`config.mk`:
```
export PLATFORM = sky130hd
export DESIGN_NAME = systolic_pcpi_sequencer
export DESIGN_NICKNAME = d
export VERILOG_FILES = /design/src/rtl/systolic_pcpi_sequencer.sv
export SDC_FILE = /design/constraint.sdc
export NUM_CORES = 1
export LEC_CHECK = 0
export BUFFER_PORTS_ARGS = -buffer_cell sky130_fd_sc_hd__buf_2
export CORE_ASPECT_RATIO = 1.25
export CORE_MARGIN = 2
export CORE_UTILIZATION = 50
export CTS_BUF_LIST = sky130_fd_sc_hd__clkbuf_8
export DETAILED_ROUTE_END_ITERATION = 10
export PLACE_DENSITY = 0.88
export SLEW_MARGIN = 20
export SYNTH_ARGS = -nofsm -noshare
export SYNTH_HDL_FRONTEND = slang
export SYNTH_SLANG_ARGS = --single-unit
```
`constraint.sdc`:
```
create_clock -name clk -period 4.6 [get_ports clk]
set_clock_uncertainty 0.05 [all_clocks]
set_input_delay 0 -clock clk [delete_from_list [all_inputs] [get_ports clk]]
set_output_delay 0 -clock clk [all_outputs]
set_load 0.02 [all_outputs]
```
`src/rtl/systolic_pcpi_sequencer.sv`:
```
// PCPI front-end sequencer for the 3x3 systolic matrix-multiply array.
// Optional run counter behind SYSTOLIC_PERF_CNT_EN (funct3 011 reads it).
module systolic_pcpi_sequencer #(
    parameter logic [6:0] OPCODE     = 7'b0001011,
    parameter int         RUN_CYCLES = 7,
    parameter int         CFG_DEPTH  = 28
) (
    input  logic        clk,
    input  logic        resetn,
    input  logic        pcpi_valid,
    input  logic [31:0] pcpi_insn,
    output logic        pcpi_wr,
    output logic [31:0] pcpi_rd,
    output logic        pcpi_wait,
    output logic        pcpi_ready,
    output logic        cfg_we,
    output logic [4:0]  cfg_addr,
    output logic [15:0] cfg_data,
    output logic        arr_clr,
    output logic        arr_en,
    output logic [2:0]  arr_step,
    output logic        arr_bias_sel,
    input  logic [8:0]  res_bits,
    output logic        busy
);

    localparam logic [2:0] LAST_STEP = 3'(RUN_CYCLES - 1);
    localparam logic [5:0] CFG_LIMIT = 6'(CFG_DEPTH);

    typedef enum logic [2:0] {
        S_IDLE, S_CFG, S_CLR, S_RUN, S_RESP, S_REL
    } state_t;

    typedef enum logic [1:0] {
        R_NONE, R_RES, R_CNT
    } resp_t;

    state_t      state_q, state_d;
    resp_t       resp_q, resp_d;
    logic [2:0]  step_q, step_d;
    logic [8:0]  result_q;
    logic [4:0]  cfg_addr_q;
    logic [15:0] cfg_data_q;
    logic        run_done;
    logic        match;
    logic [2:0]  funct3;
    logic        unused_insn;

`ifdef SYSTOLIC_PERF_CNT_EN
    logic [31:0] run_cnt;
`endif

    assign match       = pcpi_valid && (pcpi_insn[6:0] == OPCODE);
    assign funct3      = pcpi_insn[14:12];
    assign unused_insn = pcpi_insn[31];
    assign cfg_addr    = cfg_addr_q;
    assign cfg_data    = cfg_data_q;

    always_comb begin
        state_d      = state_q;
        step_d       = step_q;
        resp_d       = resp_q;
        run_done     = 1'b0;
        pcpi_wr      = 1'b0;
        pcpi_rd      = '0;
        pcpi_wait    = 1'b0;
        pcpi_ready   = 1'b0;
        cfg_we       = 1'b0;
        arr_clr      = !resetn;
        arr_en       = 1'b0;
        arr_step     = '0;
        arr_bias_sel = 1'b0;
        busy         = (state_q != S_IDLE);
        unique case (state_q)
            S_IDLE: begin
                step_d = '0;
                resp_d = R_NONE;
                if (match) begin
                    unique case (1'b1)
                        (funct3 == 3'b000): state_d = S_CFG;
                        (funct3 == 3'b101): state_d = S_CLR;
                        (funct3 == 3'b111): state_d = S_RUN;
`ifdef SYSTOLIC_PERF_CNT_EN
                        (funct3 == 3'b011): begin
                            state_d = S_RESP;
                            resp_d  = R_CNT;
                        end
`endif
                        default: state_d = S_RESP;
                    endcase
                end
            end
            S_CFG: begin
                cfg_we  = ({1'b0, cfg_addr_q} < CFG_LIMIT);
                state_d = S_RESP;
            end
            S_CLR: begin
                arr_clr = 1'b1;
                state_d = S_RESP;
            end
            S_RUN: begin
                arr_en       = 1'b1;
                arr_step     = step_q;
                arr_bias_sel = (step_q == '0);
                pcpi_wait    = 1'b1;
                // A dropped request abandons the run; array state is left as-is
                if (!pcpi_valid) begin
                    state_d = S_IDLE;
                    step_d  = '0;
                end else if (step_q == LAST_STEP) begin
                    state_d  = S_RESP;
                    resp_d   = R_RES;
                    step_d   = '0;
                    run_done = 1'b1;
                end else begin
                    step_d = step_q + 3'd1;
                end
            end
            S_RESP: begin
                pcpi_ready = 1'b1;
                state_d    = S_REL;
                unique case (resp_q)
                    R_RES: begin
                        pcpi_wr = 1'b1;
                        pcpi_rd = {23'b0, result_q};
                    end
`ifdef SYSTOLIC_PERF_CNT_EN
                    R_CNT: begin
                        pcpi_wr = 1'b1;
                        pcpi_rd = run_cnt;
                    end
`endif
                    default: ;
                endcase
            end
            S_REL: begin
                if (!pcpi_valid) begin
                    state_d = S_IDLE;
                    resp_d  = R_NONE;
                end
            end
            default: state_d = S_IDLE;
        endcase
    end

    always_ff @(posedge clk) begin
        if (!resetn) begin
            state_q    <= S_IDLE;
            resp_q     <= R_NONE;
            step_q     <= '0;
            result_q   <= '0;
            cfg_addr_q <= '0;
            cfg_data_q <= '0;
        end else begin
            state_q <= state_d;
            resp_q  <= resp_d;
            step_q  <= step_d;
            if (state_q == S_IDLE && match) begin
                cfg_addr_q <= pcpi_insn[11:7];
                cfg_data_q <= pcpi_insn[30:15];
            end
            if (state_q == S_CLR) begin
                result_q <= '0;
            end else if (run_done) begin
                result_q <= res_bits;
            end
        end
    end

`ifdef SYSTOLIC_PERF_CNT_EN
    always_ff @(posedge clk) begin
        if (!resetn) begin
            run_cnt <= '0;
        end else if (run_done && run_cnt != '1) begin
            run_cnt <= run_cnt + 32'd1;
        end
    end
`endif

endmodule

```
==> flow_summary_export.csv, run 1 <==
group,metric,value,unit
worst_setup_path,crit_start,"state_q[2]$_SDFFE_PN0P_",
outcome,status,"finished clean",
worst_setup_path,crit_path_end_kind,"output pin",
cts,clock-root-buffer,"clkbuf_8",
yosys,async_flop_share,0,%
worst_setup_path,cp.arrival,2.11,ns
yosys,syn_inst,242,
layout,nFillCells,280,
layout,fin_area,0.00273,mm2
timing,rsz0062_at_grt,"false",
global_route,grt_pass1_wl,9450,um
power,p_int,0.517,mW
timing,setup_viol,0,
yosys,ys_ff_latch,37,
layout,layout.nets,383,
min_path,min_path_type,"input pin to register",
yosys,synth_area_leaders,"dfxtp_1 37%, buf_4 9.1%, o31ai_1 8.3%, a21oi_1 8.1%, nand4_1 6.6%",
cts,cts_max_level,2,
timing,finalCritPeriodShare,46.9,%
routing,routed_via_density,5.83,
worst_setup_path,crit_family,"simple AND/OR/NAND/NOR gates",
cts,postCtsSetupRepairBufs,0,
placed_design,dp_hpwl,3560,um
power,finalPower,0.688,mW
power,p_seq_share,46.6,%
worst_setup_path,cp_cell_sequence,"inv_1 -> nor3_1 -> and3_1 -> buf_2",
layout,final_cells,394,
yosys,synth_top_area_share,37.3,%
power,swShare,24.9,%
routing,route.vias.total,2297,
layout,final_layout_size_suffix_gt1_share,28.8,%
cts,clockBufferDepth,2,
worst_setup_path,crit_required,4.55,ns
power,vdd_drop_max,0.179,mV
timing,hold_ws,0.0396,ns
placed_design,dpl_cell_area,0.00230,mm2
timing,tns,0,ns
floorplan,dieWidth,60.4,um
layout,utilization,72.1,%
global_route,grt-ovfl-total,0,
yosys,synth_edf_count,0,
worst_setup_path,worstSetupStartpointType,"register",
yosys,syn_avg_cell_area,8.21,um2
layout,final_cell_mix,"83 x buf_2, 37 x dfxtp_1, 32 x a21oi_1",
worst_setup_path,worstSetupPathType,"register to output pin",
timing,clock.fmax,464,MHz
floorplan,ioPinCount,108,
worst_setup_path,slowest_stage,"nor3_1",
worst_setup_path,crit_buf_inv,2,
global_route,grt_antenna_before_repair,0,
cts,cts.sinks,37,
power,switchingPower,0.171,mW
routing,wire_per_inst,16.0,um
global_route,grt_max_degree,27,
placed_design,dp_slack,2.70,ns
timing,hold_viol_final,0,
yosys,yosysTopAreaCell,"dfxtp_1",
min_path,min-delay-start,"pcpi_insn[12]",
timing,max_slew_margin,42.6,%
layout,area_delta_synth_final,37.4,%
global_route,grtUsageTotal,27.9,%
cts,clock_latency,0.29,ns
yosys,ys_warn_count,0,
layout,final_common_cell,"buf_2",
cts,numCtsBuffers,5,
routing,drtAntennaViolNets,0,
routing,drtIter0Drc,191,
floorplan,start_util,52.5,%
floorplan,row_count,25,
worst_setup_path,timing.rr.start,"state_q[0]$_SDFFE_PN0P_",
yosys,yosysSeqAreaShare,37.3,%
yosys,syn_area,0.00199,mm2
timing,worst_slack,2.44,ns
cts,cts_tree,"done",
global_route,first_global_vias,2087,
power,p_comb_share,11.8,%
layout,antenna_cells,0,
power,p_per_area,252,mW/mm2
yosys,synth_ff_type,"dfxtp_1",
routing,drc_errors,0,
timing,drv_slew,0,
worst_setup_path,r2r_setup_slack,2.68,ns
placed_design,placed_cells,355,
floorplan,die_h,74.5,um
power,p_leak,1.21,nW
floorplan,core_area,0.00378,mm2
yosys,yosysUniqueCellTypes,39,
routing,first_pass_iters,5,
routing,wl,6320,um
floorplan,dieArea,0.00449,mm2
cts,clk_pin_slew,0.08,ns
placed_design,gp_congestion,0.846,
placed_design,portBuffers,83,
worst_setup_path,cp_max_fo,11,
timing,worst_pin_slew,0.854,ns
power,p_clk_share,41.5,%
timing,min_period,2.16,ns
flow_run,maxCapViolCount,0,
worst_setup_path,cp_slowest_stage_delay,0.72,ns
[synth_stat cells, types with 2 or more instances]
cell	number
nand4_1	21
inv_1	4
o31ai_1	22
nor3_1	2
clkbuf_1	23
and4b_1	2
nand4b_1	3
and2_1	5
and3_1	9
buf_4	24
dfxtp_1	37
o21ai_0	14
or3_1	2
nand3b_1	2
nand3_1	11
nand2_1	6
buf_2	2
a21oi_1	32
[repair_timing]
item | in CTS | in global routing
hold endpoints to repair | 33 | 0
resized for setup | 0 | 0
hold buffers | 31 | 0
[power groups by stage]
stage | sequential, mW | combinational (mW) | clock (mW)
finish | 0.321 | 0.0813 | 0.286
global route | 0.321 | 0.0853 | 0.302
global placement | 0.328 | 0.0554 | 0
detailed placement | 0.328 | 0.0558 | 0
floorplan | 0.329 | 0.0459 | 0
CTS | 0.321 | 0.0762 | 0.288
[path summary, 6_finish.rpt]
| check | endpoint | cells after the start |
|---|---|---|
| worst max-delay path | pcpi_rd[5] | 4 |
| worst min-delay path | state_q[1]$_SDFFE_PN0P_ | 4 |
| worst max register to register | state_q[1]$_SDFFE_PN0P_ | 4 |
| worst min register to register | result_q[5]$_SDFFE_PP0P_ | 2 |
[tightest hold or removal path, stage by stage]
cell and delay, ns:
buf_2 0.11, nand2_1 0.07, or4_1 0.10, a21oi_1 0.06
[registers in the layout, indices dropped and copies added, names as in the netlist]
name,flops
state_q,3
resp_q,1
cfg_data,16
cfg_addr,5
step_q,3
result_q,9
[layer usage]
| layer | wire (um) | track usage, % | part of all wire [%] | up-vias |
|---|---|---|---|---|
| li1 | - | - | - | 1054 |
| met1 | 2360 | 32.7 | 37 | 1059 |
| met2 | 3150 | 47.2 | 50 | 160 |
| met3 | 602 | 7.65 | 9.5 | 24 |
| met4 | 208 | 12.3 | 3.3 | 0 |
| met5 | 0 | 0 | 0 | - |
[logic make-up (layout without fill, tap and decap cells)]
| family | Yosys count | after routing | synth area share, % |
|---|---|---|---|
| buffers and inverters | 54 | 130 | 14.9 |
| and+or+nand+nor | 72 | 72 | 23.1 |
| DFF | 37 | 37 | 37.3 |
| AOI/OAI and AO/OA | 78 | 78 | 24.6 |
| other | 1 | 23 | 0.189 |
[final cells by class]
class	instances	area [um2]	share of cell area [%]
repair buffers	117	748	27.4
clock buffers	5	68.8	2.52
well taps	54	67.6	2.48
clock inverters	3	46.3	1.70
multi-input cells	173	1040	38.1
inverters	5	18.8	0.688
flip-flops and latches	37	741	27.1
Power figures use the tool's default switching activity.
==> run 2: changes to the inputs <==
--- a/config.mk
+++ b/config.mk
@@ -8,10 +8,10 @@
 export BUFFER_PORTS_ARGS = -buffer_cell sky130_fd_sc_hd__buf_2
 export CORE_ASPECT_RATIO = 1.25
 export CORE_MARGIN = 2
-export CORE_UTILIZATION = 50
+export CORE_UTILIZATION = 46
 export CTS_BUF_LIST = sky130_fd_sc_hd__clkbuf_8
 export DETAILED_ROUTE_END_ITERATION = 10
-export PLACE_DENSITY = 0.88
+export PLACE_DENSITY = 0.82
 export SLEW_MARGIN = 20
 export SYNTH_ARGS = -nofsm -noshare
 export SYNTH_HDL_FRONTEND = slang
==> constraint.sdc (replaced) <==
create_clock -name clk -period 2.1 [get_ports clk]
set_clock_uncertainty 0.05 [all_clocks]
set_input_delay 0 -clock clk [delete_from_list [all_inputs] [get_ports clk]]
set_output_delay 0 -clock clk [all_outputs]
set_load 0.02 [all_outputs]
==> run 2 against run 1 <==
- worst hold slack got worse by 0.025 ns
- die area rose by 8.2%
- critical path depth increased by 1
- global-route usage down 4.3 points
- sequential cell count unchanged
- setup slack lost 2.1 ns
- non-clock buffer count rose by 9
- total power up 97%
- critical path type unchanged
- critical endpoint is now pcpi_rd[4]
- largest cell class unchanged
==> flow_summary_export.csv, run 2 (synthesized netlist as in run 1, its figures left out) <==
group,metric,value,unit
worst_setup_path,cp_max_fo,11,
layout,nFillCells,331,
worst_setup_path,worstSetupPathType,"register to output pin",
floorplan,core_area,0.00413,mm2
worst_setup_path,crit_path_end_kind,"output pin",
layout,antenna_cells,0,
worst_setup_path,reg2reg_depth,3,
worst_setup_path,r2r_setup_slack,0.44,ns
flow_run,maxCapViolCount,0,
timing,min_period,1.79,ns
outcome,status,"finished clean",
cts,clockBufferDepth,2,
layout,final_common_cell,"buf_2",
cts,cts_tree,"done",
global_route,grt-ovfl-total,0,
cts,cts_max_level,2,
timing,worst_pin_slew,0.547,ns
timing,setup_viol,0,
routing,first_pass_iters,4,
layout,layout.nets,392,
worst_setup_path,cp.arrival,1.74,ns
placed_design,placed_cells,366,
cts,cts.sinks,37,
floorplan,dieArea,0.00486,mm2
timing,rsz0062_at_grt,"false",
min_path,min-delay-start,"pcpi_insn[5]",
global_route,first_global_vias,1992,
global_route,grt_antenna_before_repair,0,
cts,clock_latency,0.28,ns
timing,drv_slew,0,
floorplan,die_h,77.5,um
floorplan,row_count,26,
worst_setup_path,r2r-end,"step_q[1]$_SDFFE_PN0P_",
layout,final_cell_mix,"83 x buf_2, 37 x dfxtp_1, 32 x a21oi_1",
worst_setup_path,worstSetupStartpointType,"register",
layout,largest_reg_flops,16,
cts,cts_resized,0,
power,vdd_drop_max,0.467,mV
layout,area_delta_synth_final,39.3,%
routing,drtAntennaViolNets,0,
routing,wire_per_inst,14.3,um
global_route,grtUsageTotal,23.6,%
timing,hold_viol_final,0,
placed_design,portBuffers,83,
placed_design,gp_congestion,0.778,
layout,final_layout_size_suffix_gt1_share,30.4,%
routing,drc_errors,0,
cts,hold_buffers,31,
global_route,grt_max_degree,26,
worst_setup_path,timing.rr.start,"state_q[0]$_SDFFE_PN0P_",
power,p_per_area,490,mW/mm2
power,p_leak,1.25,nW
worst_setup_path,crit_required,2.05,ns
timing,finalCritPeriodShare,85.1,%
min_path,holdPathEnd,"cfg_data[0]$_SDFFE_PN0P_",
cts,postCtsSetupRepairBufs,0,
global_route,grt_pass1_wl,9350,um
timing,max_slew_margin,63.4,%
worst_setup_path,cp_slowest_stage_delay,0.52,ns
layout,final_cells,405,
routing,wl,5800,um
floorplan,ioPinCount,108,
cts,clock-root-buffer,"clkbuf_8",
min_path,min_path_type,"input pin to register",
routing,routed_via_density,5.42,
min_path,holdPathStages,4,
timing,tns,0,ns
worst_setup_path,cp_cell_sequence,"inv_1 -> nor3_1 -> buf_4 -> and3_1 -> buf_2",
cts,clk_pin_slew,0.08,ns
worst_setup_path,slowest_stage,"dfxtp_1",
floorplan,start_util,48.1,%
routing,drtIter0Drc,167,
cts,numCtsBuffers,5,
routing,route.vias.total,2195,
placed_design,dp_hpwl,3540,um
timing,clock.fmax,560,MHz
floorplan,dieWidth,62.8,um
## run 2: cell count changes in the layout (fill, tap and decap cells not counted)
cell / before / now
buf_4: 3 / 12
clkinv_2: 0 / 2
bufinv_16: 1 / 0
clkinv_4: 1 / 0
clkinvlp_4: 1 / 0
inv_1: 4 / 5
## run 2: report_power, final
part | switching, mW | internal (mW)
Combinational | 0.0979 | 0.0793
Clock | 0.250 | 0.225
Sequential | 0.000958 | 0.702
## run 2: cell type report
| cell class | instances | area, um2 | area share (%) |
|---|---|---|---|
| inverter | 5 | 18.8 | 0.678 |
| timing repair buffer | 126 | 816 | 29.5 |
| clock buffer | 5 | 68.8 | 2.49 |
| sequential | 37 | 741 | 26.8 |
| clock inverter | 3 | 13.8 | 0.498 |
| multi-input combinational | 173 | 1040 | 37.5 |
| tap | 56 | 70.1 | 2.53 |
## run 2: per-stage QoR
stage	power [mW]	hold WS [ns]	area [um2]	worst slack, ns	utilization, %
2_1_floorplan	0.821	0.0661	2070	0.450	-
3_3_place_gp	0.847	0.207	2370	0.509	57.5
3_5_place_dp	0.847	0.212	2370	0.483	57.5
4_1_cts	1.37	0.00750	2770	0.365	67.0
5_1_grt	1.41	0.0552	2770	0.150	67.0
6_report	1.36	0.0144	2770	0.314	67.0
## run 2: worst max-delay path by stage
stage	start	end	cells after the start
after floorplan	state_q[2]$_SDFFE_PN0P_	cfg_data[2]$_SDFFE_PN0P_	6
after global placement	state_q[0]$_SDFFE_PN0P_	step_q[1]$_SDFFE_PN0P_	3
after detailed placement	state_q[0]$_SDFFE_PN0P_	step_q[1]$_SDFFE_PN0P_	3
after CTS	state_q[2]$_SDFFE_PN0P_	pcpi_rd[1]	5
after global routing	state_q[2]$_SDFFE_PN0P_	pcpi_rd[4]	5
final	state_q[2]$_SDFFE_PN0P_	pcpi_rd[4]	5
## run 2: critical path, delay by kind of cell (launching register included)
kind | cells | cell delay (ns)
simple gates | 2 | 0.43
buf+inv | 3 | 0.50
flops | 1 | 0.52
## run 2: routing by layer
metal  up-vias  global-route usage (%)  part of all wire, %
met3        11                    5.51                  7.1
met2       107                    42.4                   50
met4         0                    8.67                  1.8
met5         -                       0                    0
li1       1074                       -                    -
met1      1003                    27.2                   41
